--- src/rtl/conv_tile_loader_if.sv ---
// Valid/ready stream bundle feeding conv_tile_loader.
// Carries the tile element stream (in_*) and the kernel weight stream (k_*).
interface conv_tile_loader_if #(
    parameter int DW = 8,
    parameter int KW = 8
);
    logic [DW-1:0] in_data;
    logic          in_valid;
    logic          in_ready;
    logic [KW-1:0] k_data;
    logic          k_valid;
    logic          k_ready;

    modport master (
        output in_data, in_valid, k_data, k_valid,
        input  in_ready, k_ready
    );

    modport slave (
        input  in_data, in_valid, k_data, k_valid,
        output in_ready, k_ready
    );
endinterface

--- src/rtl/conv_tile_loader.sv ---
// Packs serial tile elements and kernel weights into flat buses for the
// conv stage, then holds them under a level start (tile_valid) until tile_done.
// Ports: clk, reset (sync, active-high); bus (slave) carries the element and
// kernel streams; inp_data/kernel_data are the packed buses; tile_valid and
// tile_done form the start/completion pair; kernel_loaded flags a complete
// kernel; tile_count counts completed tiles.
module conv_tile_loader #(
    parameter int KERNEL_SIZE       = 3,
    parameter int INPUT_TILE_SIZE   = 4,
    parameter int INPUT_DATA_WIDTH  = 8,
    parameter int KERNEL_DATA_WIDTH = 8,
    parameter int CHANNELS          = 3
) (
    input  logic clk,
    input  logic reset,
    conv_tile_loader_if.slave bus,
    output logic [CHANNELS*INPUT_TILE_SIZE*INPUT_TILE_SIZE*INPUT_DATA_WIDTH-1:0]
                 inp_data,
    output logic [CHANNELS*KERNEL_SIZE*KERNEL_SIZE*KERNEL_DATA_WIDTH-1:0]
                 kernel_data,
    output logic        tile_valid,
    input  logic        tile_done,
    output logic        kernel_loaded,
    output logic [15:0] tile_count
);
    localparam int TE  = CHANNELS * INPUT_TILE_SIZE * INPUT_TILE_SIZE;
    localparam int KE  = CHANNELS * KERNEL_SIZE * KERNEL_SIZE;
    localparam int EW  = $clog2(TE);
    localparam int KCW = $clog2(KE);
    localparam logic [EW-1:0]  E_LAST = EW'(TE - 1);
    localparam logic [KCW-1:0] K_LAST = KCW'(KE - 1);

    typedef enum logic [1:0] {
        FILL,
        WAIT_K,
        RUN,
        RELEASE
    } state_t;

    state_t         state;
    logic [EW-1:0]  e_cnt;
    logic [KCW-1:0] k_cnt;
    logic           e_xfer;
    logic           k_xfer;

    // Readiness depends on state only, so the conv buses stay frozen in RUN.
    assign bus.in_ready = (state == FILL);
    assign bus.k_ready  = (state != RUN);
    assign e_xfer = bus.in_valid && bus.in_ready;
    assign k_xfer = bus.k_valid && bus.k_ready;

    always_ff @(posedge clk) begin
        if (reset) begin
            state         <= FILL;
            e_cnt         <= '0;
            k_cnt         <= '0;
            inp_data      <= '0;
            kernel_data   <= '0;
            tile_valid    <= 1'b0;
            kernel_loaded <= 1'b0;
            tile_count    <= '0;
        end else begin
            // Kernel path: a word at index 0 over a held kernel starts an
            // in-place reload, so the kernel is no longer complete.
            if (k_xfer) begin
                kernel_data[k_cnt*KERNEL_DATA_WIDTH +: KERNEL_DATA_WIDTH]
                    <= bus.k_data;
                if (k_cnt == K_LAST) begin
                    k_cnt         <= '0;
                    kernel_loaded <= 1'b1;
                end else begin
                    k_cnt <= k_cnt + 1'b1;
                    if (k_cnt == '0 && kernel_loaded)
                        kernel_loaded <= 1'b0;
                end
            end

            unique case (state)
                FILL: begin
                    if (e_xfer) begin
                        inp_data[e_cnt*INPUT_DATA_WIDTH +: INPUT_DATA_WIDTH]
                            <= bus.in_data;
                        if (e_cnt == E_LAST) begin
                            e_cnt <= '0;
                            // Registered flag: a kernel finishing on this
                            // same edge is picked up via WAIT_K.
                            if (kernel_loaded) begin
                                state      <= RUN;
                                tile_valid <= 1'b1;
                            end else begin
                                state <= WAIT_K;
                            end
                        end else begin
                            e_cnt <= e_cnt + 1'b1;
                        end
                    end
                end
                WAIT_K: begin
                    if (kernel_loaded) begin
                        state      <= RUN;
                        tile_valid <= 1'b1;
                    end
                end
                RUN: begin
                    if (tile_done) begin
                        state      <= RELEASE;
                        tile_valid <= 1'b0;
                        tile_count <= tile_count + 1'b1;
                    end
                end
                RELEASE: begin
                    // Wait for the completion flag to drop so a stale
                    // flag never completes the next tile.
                    if (!tile_done)
                        state <= FILL;
                end
                default: state <= FILL;
            endcase
        end
    end
endmodule

--- src/flat_wrapper.sv ---
// flat-port wrapper written by rule: the top's interface ports become plain ports
module conv_tile_loader_flat 
#(
    parameter int KERNEL_SIZE       = 3,
    parameter int INPUT_TILE_SIZE   = 4,
    parameter int INPUT_DATA_WIDTH  = 8,
    parameter int KERNEL_DATA_WIDTH = 8,
    parameter int CHANNELS          = 3
)
  (clk, reset, inp_data, kernel_data, tile_valid, tile_done, kernel_loaded, tile_count, bus_in_data, bus_in_valid, bus_k_data, bus_k_valid, bus_in_ready, bus_k_ready);
  conv_tile_loader_if #(.DW(8), .KW(8)) bus_i ();
  input  logic clk;
  input  logic reset;
  output logic [CHANNELS*INPUT_TILE_SIZE*INPUT_TILE_SIZE*INPUT_DATA_WIDTH-1:0] inp_data;
  output logic [CHANNELS*KERNEL_SIZE*KERNEL_SIZE*KERNEL_DATA_WIDTH-1:0] kernel_data;
  output logic tile_valid;
  input  logic tile_done;
  output logic kernel_loaded;
  output logic [15:0] tile_count;
  input wire logic [$bits(bus_i.in_data)-1:0] bus_in_data;
  input wire logic [$bits(bus_i.in_valid)-1:0] bus_in_valid;
  input wire logic [$bits(bus_i.k_data)-1:0] bus_k_data;
  input wire logic [$bits(bus_i.k_valid)-1:0] bus_k_valid;
  output wire logic [$bits(bus_i.in_ready)-1:0] bus_in_ready;
  output wire logic [$bits(bus_i.k_ready)-1:0] bus_k_ready;
  assign bus_i.in_data = bus_in_data;
  assign bus_i.in_valid = bus_in_valid;
  assign bus_i.k_data = bus_k_data;
  assign bus_i.k_valid = bus_k_valid;
  assign bus_in_ready = bus_i.in_ready;
  assign bus_k_ready = bus_i.k_ready;
  conv_tile_loader #(.KERNEL_SIZE(KERNEL_SIZE), .INPUT_TILE_SIZE(INPUT_TILE_SIZE), .INPUT_DATA_WIDTH(INPUT_DATA_WIDTH), .KERNEL_DATA_WIDTH(KERNEL_DATA_WIDTH), .CHANNELS(CHANNELS)) u_core (.clk(clk), .reset(reset), .bus(bus_i), .inp_data(inp_data), .kernel_data(kernel_data), .tile_valid(tile_valid), .tile_done(tile_done), .kernel_loaded(kernel_loaded), .tile_count(tile_count));
endmodule
--- config.mk ---
export PLATFORM = sky130hd
export DESIGN_NAME = conv_tile_loader_flat
export DESIGN_NICKNAME = d
export VERILOG_FILES = /design/src/rtl/conv_tile_loader_if.sv /design/src/rtl/conv_tile_loader.sv /design/src/flat_wrapper.sv
export SDC_FILE = /design/constraint.sdc
export NUM_CORES = 1
export LEC_CHECK = 0
export CAP_MARGIN = 40
export CORE_AREA = 2 2 249 251
export CTS_CLUSTER_DIAMETER = 60
export CTS_CLUSTER_SIZE = 20
export DETAILED_ROUTE_END_ITERATION = 8
export DIE_AREA = 0 0 251 253
export HOLD_SLACK_MARGIN = 0.02
export PLACE_DENSITY = 0.73
export SYNTH_ARGS = -nofsm -noshare
export SYNTH_HDL_FRONTEND = slang
export SYNTH_SLANG_ARGS = --single-unit
--- constraint.sdc ---
create_clock -name clk -period 3.85 [get_ports clk]
set_input_delay 0.77 -clock clk [delete_from_list [all_inputs] [get_ports clk]]
set_output_delay 0.77 -clock clk [all_outputs]
set_load 0.01 [all_outputs]
==> flow_summary.json <==
{
  "cts_tree": "done",
  "ys_ff_latch": 631,
  "numPortBuffers": 640,
  "final_hold_viol_count": 0,
  "rows": 91,
  "viasPerCell": 5.56,
  "grt_pass1_vias": 20600,
  "diodes": 0,
  "placed_area_sq_um": 32000,
  "relSlewSlack": 0.373,
  "worstPathMaxFanout": 16,
  "max_cap_violations": 0,
  "total_leakage_power_nw": 12.2,
  "dr.pass1.iters": 5,
  "cts-resized-gates": 0,
  "syn_inst": 2672,
  "finalCritPeriodShare": 0.854,
  "status": "finished clean",
  "cts_inserted_buffers": 47,
  "finalSetupViolCount": 0,
  "critPathRequiredTime_ns": 4.38,
  "ys.flop_type": "dfxtp_1",
  "vdd_drop_max_mv": 0.353,
  "synth_area_leader_cell": "dfxtp_1",
  "avgSynthCellArea_sq_um": 9.25,
  "final_layout_size_suffix_gt1_frac": 0.0805,
  "rsz0062_at_grt": "no",
  "drtIter0Drc": 2127,
  "path_clk_slew_ns": 0.08,
  "grt_pass1_wl_um": 133000,
  "final.setup.tns_ns": 0,
  "ios": 641,
  "fin_nets": 3270,
  "num_vias": 22600,
  "drv_slew": 0,
  "reg2reg_slack_ns": 0.56,
  "clock-sinks": 631,
  "crit_path_end_kind": "flip-flop",
  "synth_nets": 2705,
  "finalCriticalPeriod_ns": 3.29,
  "htree_levels": 2,
  "yosysTopAreaCellShare": 0.511,
  "hold_buffers": 0,
  "initial_core_util": 0.405,
  "grt_use_total": 0.272,
  "cts_root_buf": "clkbuf_16",
  "wl_per_cell_um": 22.5,
  "cts_max_path_buffers": 3,
  "netlist_top_cells_area": "dfxtp_1 51%, mux2i_1 9.6%, nand2_1 5.8%",
  "synth_cell_type_count": 89,
  "powerDensity_nw_per_um2": 380,
  "grt_max_degree": 144,
  "worst_pin_slew_ns": 0.938,
  "syn-cell-area_sq_um": 24700,
  "final_util": 0.551,
  "synth_edf_count": 0,
  "totalWireLength_um": 91300,
  "overflow": 0,
  "gp_congestion": 0.886,
  "min_path_type": "flip-flop to flip-flop",
  "cp.arrival_ns": 3.82,
  "core-area_sq_um": 61000,
  "dieHeight_um": 253,
  "startpoint_type": "flip-flop",
  "syn_to_final_growth_pct": 36.1,
  "fmax_ghz": 0.304,
  "path_class": "flip-flop to flip-flop",
  "die_w_um": 251,
  "async_flop_share": 0,
  "finClkSkew_ns": 0.0410,
  "die_area_sq_um": 63500,
  "yosysSeqAreaShare": 0.511,
  "hpwl_um": 66400,
  "antenna_found_initial": 1,
  "yosys_warnings": 0,
  "drc": 0,
  "cts_setup_buffers": 0,
  "finalInstanceArea_sq_um": 33600,
  "drtAntennaViolNets": 0,
  "clk_latency_ns": 0.62
}
[path summary, 6_finish.rpt]
path,startpoint,end,depth (start not counted)
max reg2reg,u_core.e_cnt[0]$_SDFFE_PP0P_,u_core.inp_data[243]$_SDFFE_PP0P_,8
min,u_core.kernel_data[63]$_SDFFE_PP0P_,u_core.kernel_data[63]$_SDFFE_PP0P_,2
max,u_core.e_cnt[0]$_SDFFE_PP0P_,u_core.inp_data[243]$_SDFFE_PP0P_,8
min reg2reg,u_core.kernel_data[63]$_SDFFE_PP0P_,u_core.kernel_data[63]$_SDFFE_PP0P_,2
[sequential cells by signal (all words and copies together) (netlist names)]
| name | cells |
|---|---|
| u_core.tile_count | 16 |
| u_core.tile_valid | 1 |
| u_core.k_cnt | 5 |
| u_core.e_cnt | 6 |
| u_core.state | 2 |
| u_core.kernel_data | 216 |
| u_core.inp_data | 384 |
| u_core.kernel_loaded | 1 |
[report_power, final]
| group | internal, W | leakage (nW) | switching (W) |
|---|---|---|---|
| logic | 0.000215 | 6.29 | 0.000695 |
| registers | 0.00653 | 5.08 | 0.00000852 |
| clock network | 0.00273 | 0.801 | 0.00261 |
| total | 0.00947 | 12.2 | 0.00332 |
[metrics by stage]
stage | hold slack (ns) | setup WS (ns) | instances | power (W)
after floorplan | 0.476 | 0.591 | 2672 | 0.00725
after global placement | 0.438 | 0.245 | 3964 | 0.00757
after detailed placement | 0.443 | 0.473 | 3978 | 0.00758
after CTS | 0.453 | 0.571 | 4057 | 0.0128
after global routing | 0.465 | 0.307 | 4057 | 0.0131
final | 0.452 | 0.562 | 4057 | 0.0128
[critical path: stages (launching register included)]
cell	delay (ns)
dfxtp_1	0.33
buf_4	0.20
inv_1	0.07
ha_1	0.44
nor3b_4	0.54
nand3_1	0.21
a211oi_4	0.53
o2111a_1	0.63
mux2i_1	0.25
[cell usage after synthesis (all sizes together), types with 15 or more instances]
cell and instances:
dfxtp 631, nand2 385, nand3 250, mux2i 237, o21ai 203, clkbuf 138, nor2 132, o211ai 97
a21oi 93, buf 76, o31ai 68, nor3 53, a31o 33, or3 27, nand4 25, a22o 18
and3 18, and2 15, inv 15, xor2 15
[routing by layer]
metal,up-vias,global-route usage,share of wire
met5,-,0,0.00014
met4,2,0.102,0.039
met3,172,0.0667,0.086
met2,934,0.429,0.45
met1,10800,0.362,0.42
li1,10600,-,-
[kinds of logic (layout without fill, tap and decap cells)]
kind of cell / Yosys count / count (layout) / share of synthesized area
and+or+nand+nor: 970 / 970 / 0.187
DFF: 631 / 631 / 0.511
AOI/OAI and AO/OA: 562 / 562 / 0.149
muxes: 240 / 240 / 0.0975
buffers and inverters: 229 / 824 / 0.0382
xor gates and xnor gates: 28 / 28 / 0.0110
adders and majority gates: 12 / 12 / 0.00607
[area by class of cell]
type	count	area (sq um)
Tap cell	790	988
Clock buffer	55	1310
Inverter	15	63.8
Sequential cell	631	12600
Clock inverter	24	324
Multi-Input combinational cell	1812	11200
Fill cell	5415	27400
Timing Repair Buffer	730	7140
[cell usage in the layout, fill, tap and decap left out, types with 8 or more instances in the layout]
cell type          n
inv_1             13
nand3_1          243
clkdlybuf4s50_1  639
o31ai_1           68
clkbuf_16         49
xor2_1            14
xnor2_1           12
o211ai_1          96
a31o_2            33
nor3_1            48
nand2_1          384
buf_4             86
and2_1            15
o21ai_0          197
or3_1             27
ha_1              12
nand4_1           23
a22o_1            18
and3_1            18
nand2b_1          10
o41ai_1            8
nor2b_1           11
a21oi_1           92
mux2i_1          237
nor2_1           128
dfxtp_1          631
No activity file was read; power rests on OpenSTA's default activity.
